===== config.mk =====
export PLATFORM = sky130hd
export DESIGN_NAME = note_lane_renderer
export DESIGN_NICKNAME = d
export VERILOG_FILES = /design/src/rtl/draw_pkg.sv /design/src/rtl/square_pixel_counter.sv /design/src/rtl/note_lane_renderer.sv
export SDC_FILE = /design/constraint.sdc
export NUM_CORES = 1
export LEC_CHECK = 0
export ABC_CLOCK_PERIOD_IN_PS = 4600
export BUFFER_PORTS_ARGS = -buffer_cell sky130_fd_sc_hd__buf_2
export CAP_MARGIN = 10
export CORE_ASPECT_RATIO = 1.25
export CORE_MARGIN = 5
export CORE_UTILIZATION = 52
export CTS_BUF_LIST = sky130_fd_sc_hd__clkbuf_8
export DETAILED_ROUTE_END_ITERATION = 12
export MAX_ROUTING_LAYER = met4
export PLACE_DENSITY = 0.78
export SYNTH_ARGS = -nofsm -noshare
export SYNTH_HDL_FRONTEND = slang
export SYNTH_SLANG_ARGS = --single-unit

===== constraint.sdc =====
create_clock -name clk -period 4.6 [get_ports clk]
set_input_delay 0.92 -clock clk [delete_from_list [all_inputs] [get_ports clk]]
set_output_delay 0.92 -clock clk [all_outputs]
set_load 0.02 [all_outputs]

===== src/rtl/draw_pkg.sv =====
// Shared drawing definitions for the note track renderer.
// Provides the 3-bit RGB colour constants, the VGA canvas limits and the
// renderer FSM state encoding. No ports.
package draw_pkg;

  // 3-bit colour, bit 2 = red, bit 1 = green, bit 0 = blue
  localparam logic [2:0] BLACK   = 3'b000;
  localparam logic [2:0] BLUE    = 3'b001;
  localparam logic [2:0] GREEN   = 3'b010;
  localparam logic [2:0] CYAN    = 3'b011;
  localparam logic [2:0] RED     = 3'b100;
  localparam logic [2:0] MAGENTA = 3'b101;
  localparam logic [2:0] YELLOW  = 3'b110;
  localparam logic [2:0] WHITE   = 3'b111;

  localparam int SCREEN_W = 160;
  localparam int SCREEN_H = 120;

  typedef enum logic [1:0] {
    ST_IDLE = 2'd0,
    ST_DRAW = 2'd1,
    ST_DONE = 2'd2
  } draw_state_t;

endpackage


===== src/rtl/square_pixel_counter.sv =====
// Walks the pixels of one SQ x SQ square, px innermost, one step per enabled
// cycle; both counters wrap back to 0 after the last pixel.
// Ports:
//   clk   - clock
//   reset - synchronous active-high clear of px/py
//   en    - advance one pixel this cycle
//   px    - pixel column within the square
//   py    - pixel row within the square
//   last  - high while px = py = SQ-1
module square_pixel_counter #(
  parameter int SQ = 4,
  localparam int CW = (SQ > 1) ? $clog2(SQ) : 1
) (
  input  logic          clk,
  input  logic          reset,
  input  logic          en,
  output logic [CW-1:0] px,
  output logic [CW-1:0] py,
  output logic          last
);

  logic px_last;
  logic py_last;

  assign px_last = (px == CW'(SQ - 1));
  assign py_last = (py == CW'(SQ - 1));
  assign last    = px_last && py_last;

  always_ff @(posedge clk) begin
    if (reset) begin
      px <= '0;
      py <= '0;
    end else if (en) begin
      if (px_last) begin
        px <= '0;
        py <= py_last ? '0 : py + CW'(1);
      end else begin
        px <= px + CW'(1);
      end
    end
  end

endmodule


===== src/rtl/note_lane_renderer.sv =====
// Redraws the whole note track on one start pulse: every pixel of every
// square across LANES x SLOTS is emitted as one VGA plot per cycle, coloured
// with the lane colour where the note bit is set and black otherwise.
// Inputs are snapshotted at start so the shifters may move during a pass.
// Ports:
//   clk          - clock
//   reset        - synchronous active-high reset
//   start        - begins a pass when idle
//   clear        - sampled with start; forces every pixel black
//   lane_bits    - note bits, lane l slot s at bit l*SLOTS+s
//   lane_colours - lane l colour at bits [3l+2:3l]
//   plot_x/y     - pixel coordinate
//   plot_colour  - pixel colour
//   plot         - plot_x/y/colour valid this cycle
//   busy         - pass in progress
//   done         - one-cycle pulse after the last pixel
//
// state   | meaning
// IDLE    | waiting for start; snapshot taken on leaving
// DRAW    | one pixel per cycle from the snapshot
// DONE    | done pulse, then back to IDLE
module note_lane_renderer
  import draw_pkg::*;
#(
  parameter int LANES = 3,
  parameter int SLOTS = 30,
  parameter int SQ    = 4,
  parameter int PITCH = 5,
  parameter int X0    = 1,
  parameter int Y0    = 53
) (
  input  logic                   clk,
  input  logic                   reset,
  input  logic                   start,
  input  logic                   clear,
  input  logic [LANES*SLOTS-1:0] lane_bits,
  input  logic [3*LANES-1:0]     lane_colours,
  output logic [7:0]             plot_x,
  output logic [6:0]             plot_y,
  output logic [2:0]             plot_colour,
  output logic                   plot,
  output logic                   busy,
  output logic                   done
);

  localparam int CW = (SQ > 1) ? $clog2(SQ) : 1;
  localparam int SW = (SLOTS > 1) ? $clog2(SLOTS) : 1;
  localparam int LW = (LANES > 1) ? $clog2(LANES) : 1;

  if (X0 + (SLOTS - 1) * PITCH + SQ - 1 > SCREEN_W - 1) begin : g_x_range
    $error("note_lane_renderer: track exceeds screen width");
  end
  if (Y0 + (LANES - 1) * PITCH + SQ - 1 > SCREEN_H - 1) begin : g_y_range
    $error("note_lane_renderer: track exceeds screen height");
  end
  if (PITCH < SQ) begin : g_pitch
    $error("note_lane_renderer: PITCH must be at least SQ");
  end

  draw_state_t state, state_next;

  logic          accept;
  logic          draw_en;
  logic [CW-1:0] px, py;
  logic          sq_last;
  logic [SW-1:0] slot;
  logic [LW-1:0] lane;
  logic          slot_last;
  logic          lane_last;
  logic          frame_last;

  logic          snap_clear;
  logic [2:0]    snap_colour [LANES];
  logic          snap_bits   [LANES][SLOTS];

  logic          plot_d, busy_d, done_d;
  logic [7:0]    x_d;
  logic [6:0]    y_d;
  logic [2:0]    c_d;

  assign accept     = (state == ST_IDLE) && start;
  assign draw_en    = (state == ST_DRAW);
  assign slot_last  = (slot == SW'(SLOTS - 1));
  assign lane_last  = (lane == LW'(LANES - 1));
  assign frame_last = draw_en && sq_last && slot_last && lane_last;

  // Counters wrap to 0 at the end of every pass, so the clear on accept
  // only matters after an odd reset; it keeps the first pixel well defined.
  square_pixel_counter #(.SQ(SQ)) u_sq (
    .clk   (clk),
    .reset (reset | accept),
    .en    (draw_en),
    .px    (px),
    .py    (py),
    .last  (sq_last)
  );

  always_ff @(posedge clk) begin
    if (reset) state <= ST_IDLE;
    else       state <= state_next;
  end

  always_comb begin
    state_next = state;
    unique case (state)
      ST_IDLE: if (start) state_next = ST_DRAW;
      ST_DRAW: if (frame_last) state_next = ST_DONE;
      ST_DONE: state_next = ST_IDLE;
      default: state_next = ST_IDLE;
    endcase
  end

  always_comb begin
    plot_d = 1'b0;
    busy_d = 1'b0;
    done_d = 1'b0;
    x_d    = '0;
    y_d    = '0;
    c_d    = BLACK;
    unique case (state)
      ST_DRAW: begin
        plot_d = 1'b1;
        busy_d = 1'b1;
        // modular 8/7-bit arithmetic equals full-width result truncated
        x_d = 8'(X0) + 8'(slot) * 8'(PITCH) + 8'(px);
        y_d = 7'(Y0) + 7'(lane) * 7'(PITCH) + 7'(py);
        if (!snap_clear && snap_bits[lane][slot]) c_d = snap_colour[lane];
      end
      ST_DONE: done_d = 1'b1;
      default: ;
    endcase
  end

  always_ff @(posedge clk) begin
    if (reset || accept) begin
      slot <= '0;
      lane <= '0;
    end else if (draw_en && sq_last) begin
      if (slot_last) begin
        slot <= '0;
        lane <= lane_last ? '0 : lane + LW'(1);
      end else begin
        slot <= slot + SW'(1);
      end
    end
  end

  always_ff @(posedge clk) begin
    if (reset) begin
      snap_clear <= 1'b0;
      for (int l = 0; l < LANES; l++) begin
        snap_colour[l] <= BLACK;
        for (int s = 0; s < SLOTS; s++) snap_bits[l][s] <= 1'b0;
      end
    end else if (accept) begin
      snap_clear <= clear;
      for (int l = 0; l < LANES; l++) begin
        snap_colour[l] <= lane_colours[3*l +: 3];
        for (int s = 0; s < SLOTS; s++) snap_bits[l][s] <= lane_bits[l*SLOTS + s];
      end
    end
  end

  always_ff @(posedge clk) begin
    if (reset) begin
      plot        <= 1'b0;
      busy        <= 1'b0;
      done        <= 1'b0;
      plot_x      <= '0;
      plot_y      <= '0;
      plot_colour <= BLACK;
    end else begin
      plot        <= plot_d;
      busy        <= busy_d;
      done        <= done_d;
      plot_x      <= x_d;
      plot_y      <= y_d;
      plot_colour <= c_d;
    end
  end

endmodule


After elaboration in Yosys (flattened, before gate mapping)
Memory sizes are Yosys's and may differ from the RTL's. A register that Yosys moved wholly into a read port is not among the register bits.
Cells that the tools add are included.
- register bits after elaboration: 31
- bits in writable memories: 99
- bits of input ports: 103
- output and inout bits: 21
- word-level logic and storage cells: 254
- memories: 2
- memory list (name ; words ; width ; read ports ; clocked after Yosys merged registers in ; wr ports ; line ; source):
    snap_bits ; 3 ; 30 ; 1 ; 1 ; 3 ; note_lane_renderer.sv:74 ; logic snap_bits [LANES][SLOTS];
    snap_colour ; 3 ; 3 ; 1 ; 1 ; 3 ; note_lane_renderer.sv:73 ; logic [2:0] snap_colour [LANES];
- add/subtract/negate cells: 8
- multiply operators: 2
- order comparisons: 1
- equality and inequality tests: 8
- multiplexer cells: 112
- bitwise operators: 97
- reduce and logical (&&, ||, !) cells: 14
- operator list (operator ; number):
    two-way mux 1 bit ; 99
    bitwise OR 1 bit ; 94
    two-way mux 2 bit ; 7
    two-way mux 3 bit ; 3
    adder 1 x 8 -> 8 bit (first input constant) ; 1
    adder 8 x 2 -> 8 bit ; 1
    == test 2 bit (second input constant) ; 4
    multiplier 5 x 3 -> 8 bit (second input constant) ; 1
    adder 6 x 5 -> 7 bit (first input constant) ; 1
    adder 7 x 2 -> 7 bit ; 1
    adder 2 x 1 -> 2 bit (second input constant) ; 3
    >= comparator 6 bit (second input constant) ; 1
    logical AND 1 bit ; 6
    NOT 5 -> 6 bit ; 1
    AND reduction 2 bit ; 3
    adder 5 x 1 -> 5 bit (second input constant) ; 1
    binary-select mux 1 bit (select 5 bit) ; 1
    == test 5 bit (second input constant) ; 1
    multiplier 2 x 3 -> 5 bit (second input constant) ; 1
    two-way mux 5 bit ; 1
    case mux 2 bit (2 select lines) ; 1
    OR reduction 3 bit ; 1
    == test 2 x 1 -> 1 bit (second input constant) ; 1
    zero test 2 bit ; 1
    6 further kinds ; 7

Logic depth before layout (Yosys ltp)
Gate-level depths: netlist of the first run.
- depth in word-level cells: 7
- depth in mapped cells: 12
- depth with buffers taken out: 11

Modules after synthesis
From an unflattened synthesis of the first run, not the netlist that was laid out.
- cells, all modules: 472
- area total of the unflattened synthesis: 6232.2 um2
- modules (own cells, without submodules) (module ; instances ; cells each ; area each (um2) ; sequential area each (um2)):
    note_lane_renderer ; 1 ; 454 ; 6037.0 ; 3613.5
    square_pixel_counter ; 1 ; 18 ; 195.2 ; 80.1

Least setup slack after synthesis of the first run
OpenSTA, ideal clock, no wires.
- path kind: input-to-reg
- from: in start
- to: mem snap_bits[0][0] (netlist name), enable pin
- library setup time: 0.502 ns
- arrival time: 4.094 ns
- data required time: 4.098 ns
- setup slack: 0.004 ns
- stages on the path: 3
- path buffers: 1
- cell sequence: nand2b_1 -> o21bai_1 -> clkbuf_1
- RTL lines (element ; line ; source):
    start, declared ; note_lane_renderer.sv:34 ; input logic start,
    end, declared ; note_lane_renderer.sv:74 ;

Worst setup path in the final report of the first run
- from: reg slot[1]
- to: reg plot_x[7]
- word-level cells in the longest chain between the ends: 3
- RTL lines (element ; line ; source):
    start, declared ; note_lane_renderer.sv:66 ; logic [SW-1:0] slot;
    start signal, assigned ; note_lane_renderer.sv:143 ; slot <= slot + SW'(1);
    multiplier 5 x 3 -> 8 bit ; note_lane_renderer.sv:125 ; x_d = 8'(X0) + 8'(slot) * 8'(PITCH) + 8'(px);
    adder 1 x 8 -> 8 bit ; note_lane_renderer.sv:125 ;
    adder 8 x 2 -> 8 bit ; note_lane_renderer.sv:125 ;
    end signal, assigned ; note_lane_renderer.sv:169 ; plot_x <= '0;
    end signal, assigned ; note_lane_renderer.sv:176 ; plot_x <= x_d;
    end, declared ; note_lane_renderer.sv:38 ; output logic [7:0] plot_x,
Every way passes these cells.
A chain may end at the register's enable or synchronous reset.

==> flow_results.org, run 1 <==
** Power and ir drop
- Switching share of power :: 21.15%
- Of the total power, registers draw 56.0%.
- Across the VDD grid, the largest voltage drop is 208.2 µV.
- Summed over all nets, the switching power comes to 0.0005385 W.
- Per report_power, the combinational group accounts for 7.3% of the total.
- The analysis attributes to cell leakage a power of 3.083 nW.
- Internal power comes to 0.002007 W.
- Part of the total power dissipated in the clock network :: 36.7%
- Power spread over the standard cell area amounts to 344.6 nW/µm².

** Logic synthesis
- The number of nets in the synthesized netlist is 618.
- Yosys top cell area share :: 47.64%
- Ranked by total cell area, the synthesized netlist is headed by sky130_fd_sc_hd__edfxtp_1 (48%), sky130_fd_sc_hd__dfxtp_1 (12%), sky130_fd_sc_hd__and2_1 (10%).
- Counting every instance in the synthesized netlist gives 488.
- Summed over all instances, the cell type with the most area after synthesis is sky130_fd_sc_hd__edfxtp_1.
- Sequential share of the synthesized area :: 59.19%
- Share of async-settable or async-resettable flops after synthesis :: 0%
- During synthesis, Yosys emitted a total of 0 warnings.
- Seq cells post-synth :: 135
- Yosys mapped a number of flops with a built-in enable equal to 99.
- Netlist area before placement :: 6240 µm²
- Synthesized area divided by synthesized cell count :: 12.79 µm²
- The netlist uses 54 different library cells.
- The most used flip-flop cell after synthesis is sky130_fd_sc_hd__edfxtp_1.

** Worst setup path
- Nature of the critical path endpoint :: register
- Worst Path Max Fanout :: 17
- The worst setup path is of the register to register kind.
- STA classifies the critical path startpoint as a register.
- At the worst endpoint, the arrival time is 2.98 ns.
- Tracing the worst setup path back leads to its startpoint at slot[1].
- Among all stages on the critical path, the largest delay is contributed by sky130_fd_sc_hd__dfxtp_1.
- Buffering stage count on the worst path with inverters included :: 3
- Critical Path RT :: 4.89 ns
- Among the stages of the critical path, the cell type that occurs most often is sky130_fd_sc_hd__inv_1.
- In this run the critical register-to-register path is launched from slot[1].
- Cell family with most CP delay :: adder cells
- The signal on the critical path passes through inv_1, fa_1, inv_1, ha_1, inv_1, fa_1, nor2_1, o21ai_0, nand2b_1, a21oi_1, nor2_1.
- Crit-path max cell delay :: 0.67 ns

** CTS
- For this design, the CTS-stage hold fixing added 0 buffers.
- CTS sink count :: 135
- CTS root buf :: sky130_fd_sc_hd__clkbuf_8
- Clock insertion delay at the later pin of the skew report :: 0.42 ns
- Resized cells post-CTS :: 0
- The number of clock buffers added by TritonCTS is 17.
- Largest buffer count on any clock path :: 2
- Clock tree from TritonCTS :: built
- Buffers inserted during post-CTS setup optimization :: 0
- H-tree depth reported by CTS :: 4
- Clk pin slew, worst setup/hold paths :: 0.07 ns

** Layout
- Nets@finish :: 739
- The number of antenna diodes in the final layout is 0.
- Area grow syn2layout :: 18.39%
- The post-route netlist has 28.30% of its cells at a drive strength greater than 1.
- Fillcell total :: 904
- Post-route cell area :: 7387 µm²

** Status
- Status :: finished clean

** Timing
- Derived from the worst setup path, the maximum achievable clock frequency is 372.6 MHz.
- After routing, the total negative slack on setup checks comes to 0 ns.
- Slew Limit Fails :: 0
- Largest clock skew in the final design :: 0.01044 ns
- For the pin with the worst max-slew slack, the measured transition is 1.102 ns.
- After layout, the worst path uses 58.34% of the clock period.
- RSZ-0062 raised after global routing :: no
- Minimum period implied by the final worst setup slack :: 2.684 ns
- The final count of hold timing violations came to 0.
- Final hold slack :: 0.4910 ns
- Setup violations remaining at the end of the flow were counted as 0.
- Final setup margin :: 1.916 ns
- In this run the tightest slew margin relative to its limit is 26.34%.

** Global routing
- Largest net degree at the start of global routing :: 102
- Number of antenna violations at the first check in global routing :: 0
- The first global-routing pass estimated 20.23 mm of wire.
- The number of global-route vias before repair came to 4175.
- Total GRT Usage :: 18.67%
- Global routing finished with a remaining overflow of 0.

** Detailed routing
- Count of TritonRoute iterations in the first routing pass :: 5
- In the final routed layout, each cell accounts on average for 15.78 µm.
- Vias per std cell :: 5.138
- For this run, design rule violations remaining after detail routing come to 0.
- Post-detailed-routing wire length :: 12.36 mm
- In this run, the number of DRC markers left after iteration 0 of detailed routing was 256.
- In this run the remaining antenna-violating nets after routing total 0.
- Via total after detailed routing :: 4023

** Floorplan
- Die width :: 108.0 µm
- After floorplanning, the core was divided into 44 placement rows.
- Die Ht :: 132.5 µm
- Core area :: 11670 µm²
- For this configuration, the core starts out at a cell density of 53.46%.
- In this run the count of I/O pins placed on the die edge is 124.
- The floorplan step defined a die boundary enclosing 14300 µm².

** Worst hold path
- Min-delay src :: snap_clear
- Worst min-delay path category :: register to register

** Place
- Placer congestion estimate :: 0.8504
- Port buffering added 123 buffers.
- Placed cell area :: 7008 µm²
- Worst slack at placement :: 1.949 ns
- The HPWL after detailed placement is 9.028 mm.

** Run
- Max-cap viol count :: 0
==> registers in the layout, summed over array words and instances, names as in the netlist, 3 cells and up, named ones only <==
name	count
snap_bits	90
slot	5
snap_colour	9
plot_y	7
plot_colour	3
plot_x	8
==> through the flow <==
| step | std cells | utilization [%] | total power, W |
|---|---|---|---|
| after global routing | 783 | 63.29 | 0.002649 |
| after floorplan | 488 | - | 0.001555 |
| final | 783 | 63.29 | 0.002546 |
| after global placement | 751 | 60.05 | 0.001629 |
| after detailed placement | 751 | 60.05 | 0.001640 |
| after CTS | 783 | 63.29 | 0.002572 |
==> area by class of cell <==
class                      instances  area [µm²]  share of cell area [%]
timing repair buffer             128       678.2                   9.180
multi-input combinational        313        2382                   32.25
sequential                       135        3694                   50.00
clock buffer                      17       234.0                   3.167
clock inverter                    15       145.1                   1.965
inverter                          14       52.55                  0.7114
tap                              161       201.4                   2.727
==> routing by layer <==
layer	part of all wire (%)	GRT usage, %	vias up	wire length (µm)
met1	41	22.92	1881	5079
met3	4.7	3.752	17	584
met5	0	-	-	0
met2	52	30.46	134	6467
li1	-	-	1991	-
met4	1.8	7.088	0	223
==> cells in the mapped netlist (2+ instances only) <==
cell type                    n
sky130_fd_sc_hd__buf_2       3
sky130_fd_sc_hd__nor2b_1     8
sky130_fd_sc_hd__a22oi_1     3
sky130_fd_sc_hd__mux2i_1    23
sky130_fd_sc_hd__mux2_2     10
sky130_fd_sc_hd__ha_1       24
sky130_fd_sc_hd__mux2_1      5
sky130_fd_sc_hd__o21bai_1    2
sky130_fd_sc_hd__clkbuf_1   19
sky130_fd_sc_hd__xor2_1      2
sky130_fd_sc_hd__a21oi_1    19
sky130_fd_sc_hd__o211ai_1    2
sky130_fd_sc_hd__buf_4       2
sky130_fd_sc_hd__and3_1      3
sky130_fd_sc_hd__fa_1        3
sky130_fd_sc_hd__a32oi_1     2
sky130_fd_sc_hd__a41oi_1     2
sky130_fd_sc_hd__nand4_1     4
sky130_fd_sc_hd__o21ai_0     4
sky130_fd_sc_hd__nand3_1     8
sky130_fd_sc_hd__nand2b_1    5
sky130_fd_sc_hd__nor3b_1     2
sky130_fd_sc_hd__nor3_1     11
sky130_fd_sc_hd__dfxtp_1    36
sky130_fd_sc_hd__inv_1      13
sky130_fd_sc_hd__nor2_1     27
sky130_fd_sc_hd__edfxtp_1   99
sky130_fd_sc_hd__xnor2_1     2
sky130_fd_sc_hd__and2_1    103
sky130_fd_sc_hd__nand2_1    12
sky130_fd_sc_hd__mux4_2      7
==> tightest hold or removal path, cell delays in order, from the launching register on <==
cell	delay, ns
sky130_fd_sc_hd__dfxtp_1	0.33
sky130_fd_sc_hd__inv_1	0.05
sky130_fd_sc_hd__o21ai_0	0.07
==> kinds of logic after synthesis <==
logic type	Yosys count	share of synthesized area (%)
and+or+nand+nor	190	17.25
DFF	135	59.19
AOI/OAI and AO/OA	46	4.993
muxes	46	9.344
buffers and inverters	40	2.887
adders and majority gates	27	5.775
xor gates and xnor gates	4	0.5616
==> final timing paths <==
kind / slack, ns / depth (start not counted) / endpoint
max: 1.92 / 11 / plot_x[7]
min: 0.49 / 2 / snap_clear
max reg2reg: 1.92 / 11 / plot_x[7]
min reg2reg: 0.49 / 2 / snap_clear
==> cells in the final DEF (no fill, tap or decap), types with 12 or more instances in the layout <==
master,instances
sky130_fd_sc_hd__clkbuf_8,17
sky130_fd_sc_hd__mux2i_1,23
sky130_fd_sc_hd__inv_1,16
sky130_fd_sc_hd__nand2_1,12
sky130_fd_sc_hd__edfxtp_1,99
sky130_fd_sc_hd__a21oi_1,19
sky130_fd_sc_hd__ha_1,24
sky130_fd_sc_hd__dfxtp_1,36
sky130_fd_sc_hd__nor2_1,27
sky130_fd_sc_hd__buf_2,123
sky130_fd_sc_hd__and2_1,103
==> power by group through the flow <==
stage / sequential, W / combinational [W] / clock [W]
final: 0.00143 / 0.000186 / 0.000935
after global routing: 0.00143 / 0.000207 / 0.00101
after CTS: 0.00143 / 0.000189 / 0.000957
after detailed placement: 0.00145 / 0.000188 / 0
after global placement: 0.00145 / 0.000182 / 0
after floorplan: 0.00145 / 0.000101 / 0
(Power assumes the default switching activity.)
==> run 2: changes to the inputs <==
- ABC_CLOCK_PERIOD_IN_PS: 4600 -> 2600
- CORE_UTILIZATION: 52 -> 55
- PLACE_DENSITY: 0.78 -> 0.79
- clock period: 4.6 -> 2.6 ns (I/O delays scaled with it)
==> flow_results.org, run 2 (same netlist as run 1, synthesis figures left out) <==
** Place
- At the end of routability-driven placement, the weighted congestion stood at 0.8002.
- IO buf count :: 123
- Dpl cells :: 733
- Summed over all nets, the half-perimeter wirelength after detailed placement is 9.093 mm.

** Worst hold path
- In this run the worst hold path is classified as input port to register.

** Power and ir drop
- For this design the static power due to leakage is 3.110 nW.
- Maximum ir drop on the vdd rail :: 367.2 µV
- Total power after layout :: 0.004616 W
- Power per unit of standard cell area :: 620.9 nW/µm²

** Detailed routing
- Dividing the detail-routed wire length by the instance count gives 16.19 µm.
- Once detail routing completed, the nets flagged for antenna violations numbered 0.
- Count of TritonRoute iterations in the first routing pass :: 4
- Vias per std cell :: 5.260
- Number of remaining DRC errors :: 0
- Via total after detailed routing :: 4024
- The routed design has 12.38 mm of wire.
- The first routing iteration left 262 violations.

** Layout
- Flip-flop count of the largest register after layout :: 90
- Area grow syn2layout :: 19.15%
- Across the whole layout, storage elements account for 3694 µm².
- The largest registers in the layout are snap_bits (90), snap_colour (9), plot_x (8).
- The filler cells instantiated in the layout total 830.
- The library cells used most frequently in the layout, excluding fill and tap cells, are sky130_fd_sc_hd__buf_2 (123), sky130_fd_sc_hd__and2_1 (103), sky130_fd_sc_hd__edfxtp_1 (99).
- Footprint of the multi-input gates :: 2382 µm²
- Cells with a size suffix above 1 make up 30.00% of the layout.
- In the final design database the tool counted 747 nets.
- snap_bits holds more flip-flops than any other register.
- Leaving out fill and tap cells, the most frequent cell in the layout is sky130_fd_sc_hd__buf_2.
- Ant. Diodes :: 0
- Number of standard cells in the layout, taps in and fillers out :: 765

** Timing
- At the pin with the least slew margin, the transition time is 0.5711 ns.
- After routing, the total negative slack on setup checks comes to 0 ns.
- Setup violations remaining at the end of the flow were counted as 0.
- Period utilisation layout :: 85.83%
- Setup repair after global routing left no endpoint under its margin.
- The final count of hold timing violations was 0.
- Highest achievable clock rate :: 448.1 MHz
- Slew Limit Fails :: 0
- Max_slew headroom :: 61.93%
- Largest clock skew in the final design :: 0.01579 ns
- The routed design could run at a clock period as short as 2.232 ns.

** Status
- Status :: finished clean

** CTS
- The number of gates resized after CTS was 0.
- Clk pin slew, worst setup/hold paths :: 0.08 ns
- Cts bufs inserted :: 17
- Clock latency on the worst-skew pair, taken at its later pin, is 0.44 ns.
- Buffers inserted during post-CTS setup optimization :: 0
- CTS sink count :: 135
- Buffers inserted to repair hold after CTS numbered 0.
- No sink is reached through more buffers than the 2 on the longest clock path.
- TritonCTS built the clock tree.
- In this run the clock root is driven by a sky130_fd_sc_hd__clkbuf_8.
- In this run the number of H-tree levels came out at 4.

** Worst setup path
- STA classifies the critical path startpoint as a register.
- STA puts the critical path data arrival time at 2.55 ns.
- Across all register-to-register paths, the minimum setup slack is 0.37 ns.
- Following the worst setup path forward leads to its endpoint at plot_colour[2].
- The worst register-to-register path ends at plot_colour[2].
- Data on the critical path is required at its endpoint by 2.92 ns.
- Setup Crit Path Kind :: register to register
- Cell count of the worst reg-to-reg path :: 7
- Along the worst path, the maximum fanout reaches 17.
- Nature of the critical path endpoint :: register

** Floorplan
- Overall die area :: 13590 µm²
- During I/O placement, the number of pins put on the boundary was 124.
- Initial cell density of the core :: 56.30%
- After floorplanning, the core was divided into 43 placement rows.
- The core region is 11080 µm².
- From left edge to right edge, the die measures 105.3 µm.
- Measured along the y axis, the die boundary spans 129.1 µm.

** Run
- Max-cap violations in this run came to 0.

** Global routing
- The number of global-route vias before repair was 4274.
- Largest net degree at the start of global routing :: 112
- Number of antenna violations at the first check in global routing :: 0
- Overflow after GRT :: 0
- met2 is the most crowded layer.
- For this run, global-route usage on met3 was measured as 4.933%.
- The first global-routing pass estimated 20.08 mm of wire.
- Global routing consumed, on the met2 layer, 33.00% of the routing resources.
- Global routing consumed, over all layers together, 19.48% of the routing resources.
- Global routing usage on met1 :: 21.82%
-- run 2: cell count changes in the layout (fill, tap and decap cells not counted), moves of 3 or more --
cell                         delta
sky130_fd_sc_hd__clkinv_2       -3
sky130_fd_sc_hd__buf_4          +9
sky130_fd_sc_hd__inv_6          +3
sky130_fd_sc_hd__inv_1          -3
sky130_fd_sc_hd__clkinvlp_4     +3
-- run 2: cell type report --
class                           count  share of cell area, %
Tap cell                          135                  2.272
Clock buffer                       17                  3.147
Timing Repair Buffer              136                  9.761
Multi-Input combinational cell    313                  32.04
Clock inverter                     15                  2.390
Sequential cell                   135                  49.68
Inverter                           14                 0.7068
-- run 2: worst min-delay path by stage --
stage / from / to / slack (ns) / cells after the start
6_report: clear / snap_clear / 0.28 / 3
5_1_grt: clear / snap_clear / 0.28 / 3
4_1_cts: clear / snap_clear / 0.25 / 3
3_5_place_dp: u_sq.px[1] / u_sq.px[1] / 0.47 / 2
3_3_place_gp: u_sq.px[1] / u_sq.px[1] / 0.46 / 2
2_1_floorplan: snap_colour[2][0] / plot_colour[0] / 0.45 / 2
-- run 2: stage by stage --
step                      instance area (µm²)  hold slack, ns  utilization [%]  worst slack [ns]
after global routing                     7435          0.2760            67.08            0.2395
after global placement                   7023          0.4642            63.37            0.4352
after floorplan                          6243          0.4517                -            0.3003
final                                    7435          0.2753            67.08            0.3683
after CTS                                7435          0.2473            67.08            0.3552
after detailed placement                 7023          0.4741            63.37            0.3683
-- run 2: worst max-delay path: stages, from the launching register on --
cell and delay (ns):
sky130_fd_sc_hd__dfxtp_1 0.34, sky130_fd_sc_hd__buf_4 0.28, sky130_fd_sc_hd__mux2_2 0.36, sky130_fd_sc_hd__mux4_2 0.46, sky130_fd_sc_hd__a32oi_1 0.21, sky130_fd_sc_hd__nand3_1 0.12
sky130_fd_sc_hd__a32oi_2 0.24, sky130_fd_sc_hd__nor2_1 0.09
-- run 2: per-layer routing --
layer	part of all wire [%]	vias up	wire (µm)
met4	2.5	0	309
met2	54	127	6679
met1	38	1872	4743
li1	-	2005	-
met5	0	-	0
met3	5.3	20	651
-- run 2: report_power, final --
part	internal, W	switching (W)
Clock	0.000951	0.000818
Combinational	0.000154	0.000168
Sequential	0.00248	0.0000487
Total	0.00358	0.00103
==> run 3: changes to the inputs <==
- CORE_UTILIZATION: 55 -> 57
- PLACE_DENSITY: 0.79 -> 0.81
==> flow_results.org, run 3 (same netlist as run 1, synthesis figures left out) <==
** CTS
- Clock insertion delay at the later pin of the skew report :: 0.43 ns
- TritonCTS built the clock tree.
- H-tree depth reported by CTS :: 4
- Counting every sink on the clock net gives 135.
- Clock tree synthesis selected as its root buffer the cell sky130_fd_sc_hd__clkbuf_8.
- Cts bufs inserted :: 17
- Largest buffer count on any clock path :: 2
- Buffers inserted during post-CTS setup optimization :: 0
- Resized cells post-CTS :: 0
- Total of hold buffers inserted after clock tree synthesis :: 0
- Clock-pin slew was measured on the worst setup and hold paths at 0.08 ns.

** Global routing
- Overflow after GRT :: 0
- Vias in the first global route :: 4230
- Wire length of the first global-routing pass :: 20.07 mm
- The number of antenna violations at the first check in global routing came to 0.
- Global routing consumed, over all layers together, 19.90% of the routing resources.
- Entering global routing, the biggest net connects 66 pins.

** Detailed routing
- For this block, the routed nets add up to 12.22 mm of wire.
- After the first detailed-routing iteration, the DRC count stood at 226.
- Number of remaining DRC errors :: 0
- Via total after detailed routing :: 4038
- Vias per std cell :: 5.272
- Mean routed wirelength per cell :: 15.96 µm
- The detail route stage leaves a number of antenna-violating nets equal to 0.
- The first detailed-routing pass took 4 iterations.

** Floorplan
- From left edge to right edge, the die measures 103.6 µm.
- Core area :: 10670 µm²
- The initial utilization of the core area, before any placement, comes to 58.49%.
- In this run the vertical extent of the chip is 127.0 µm.
- The floorplan has 42 rows.
- I/O pins :: 124
- The die covers 13150 µm².

** Timing
- The final count of hold timing violations came to 0.
- Across all hold checks on the routed design, the worst slack comes to 0.3038 ns.
- Timing would allow up to 453.9 MHz.
- Slew Limit Fails :: 0
- Minimum period implied by the final worst setup slack :: 2.203 ns
- In the post-route analysis, the smallest setup slack over all paths is 0.3968 ns.
- Setup repair after global routing left no endpoint under its margin.
- Max_slew headroom :: 57.93%
- Largest clock skew in the final design :: 0.005676 ns
- Summed over all failing endpoints, the final setup total negative slack is 0 ns.
- At the pin with the least slew margin, the transition time is 0.6294 ns.
- Setup violations remaining at the end of the flow were counted as 0.
- Period utilisation layout :: 84.74%

** Layout
- Summing all non-filler instances in the final layout gives an area of 7461 µm².
- Footprint of the multi-input gates :: 2382 µm²
- Number of standard cells in the layout, taps in and fillers out :: 766
- Leaving out fill and tap cells, the most frequent cell in the layout is sky130_fd_sc_hd__buf_2.
- In the final layout, the registers with the most flip-flops are snap_bits (90), snap_colour (9), plot_x (8).
- FF/Latch Area :: 3694 µm²
- Area grow syn2layout :: 19.57%
- Fillcell total :: 755
- Most frequent cells in the layout :: sky130_fd_sc_hd__buf_2 (123), sky130_fd_sc_hd__and2_1 (103), sky130_fd_sc_hd__edfxtp_1 (99)
- The register with the most flip-flops in the layout has 90 of them.
- Cells with a size suffix above 1 make up 30.44% of the layout.
- 0 antenna diodes ended up in the layout.
- For this run, the post-layout net count is 751.
- Most flop-heavy register :: snap_bits

** Worst setup path
- At the worst endpoint, the arrival time is 2.52 ns.
- Setup Crit Path Kind :: register to register
- Worst Path Max Fanout :: 23
- Critical path startpoint category :: register
- At the worst endpoint, the required time is 2.92 ns.
- STA classifies the critical path endpoint as a register.

** Status
- The flow ran to the end, and the final reports show no timing, DRC or antenna violations.

** Power and ir drop
- In this run the static leakage power is 3.129 nW.
- Maximum ir drop on the vdd rail :: 456.2 µV
- Power per unit of standard cell area :: 607.6 nW/µm²

** Place
- Dpl cells :: 734
- Placed cell area :: 7074 µm²
- IO buf count :: 123
- Placer congestion estimate :: 0.8894
- The HPWL after detailed placement is 9.152 mm.
- OpenSTA, run right after detailed placement, puts the worst setup slack at 0.4398 ns.

** Run
- Across the run, the number of max-cap violations was 0.

** Worst hold path
- The tightest min-delay check is of the input port to register type.
run 3: cell count changes in the layout (fill, tap and decap cells not counted):
cell | before | now
sky130_fd_sc_hd__buf_12 | 1 | 3
sky130_fd_sc_hd__buf_4 | 12 | 14
sky130_fd_sc_hd__bufinv_16 | 3 | 2
sky130_fd_sc_hd__clkinv_2 | 2 | 3
sky130_fd_sc_hd__clkinv_4 | 2 | 1
sky130_fd_sc_hd__inv_6 | 3 | 4
run 3: through the flow:
stage	util [%]	power, W
after floorplan	-	0.002741
after global placement	66.31	0.002896
after detailed placement	66.31	0.002913
after CTS	69.94	0.004570
after global routing	69.94	0.004711
final	69.94	0.004534
run 3: area by class of cell:
class / instances / area share [%]
inverter: 14 / 0.7043
clock buffer: 17 / 3.136
sequential: 135 / 49.51
tap: 132 / 2.214
timing repair buffer: 140 / 10.46
multi-input combinational: 313 / 31.93
clock inverter: 15 / 2.046
run 3: routing by layer:
metal	global-route usage, %	vias up	part of all wire, %
met5	-	-	0
met4	7.413	0	1.7
met3	4.844	23	5.9
met2	33.82	136	53
met1	22.95	1863	40
li1	-	2016	-
run 3: worst max-delay path, stage by stage, from the launching register on:
cell                      delay [ns]
sky130_fd_sc_hd__dfxtp_1        0.36
sky130_fd_sc_hd__buf_4          0.31
sky130_fd_sc_hd__mux2_2         0.39
sky130_fd_sc_hd__a31oi_1        0.16
sky130_fd_sc_hd__nand4_1        0.14
sky130_fd_sc_hd__o311a_1        0.39
sky130_fd_sc_hd__a32oi_2        0.26
sky130_fd_sc_hd__nor2_1         0.08
run 3: path summary, 6_finish.rpt:
| path | from | slack, ns | endpoint | cells past startpoint |
|---|---|---|---|---|
| max | slot[0] | 0.40 | plot_colour[1] | 7 |
| min | reset | 0.30 | done | 2 |
| max reg2reg | slot[0] | 0.40 | plot_colour[1] | 7 |
| min reg2reg | u_sq.py[1] | 0.49 | u_sq.py[1] | 2 |
run 3: where the power goes:
part	switching, W	internal (W)	leakage [nW]	total, W
Combinational	0.000170	0.000166	1.58	0.000336
Sequential	0.0000508	0.00248	1.36	0.00253
Clock	0.000818	0.000854	0.187	0.00167
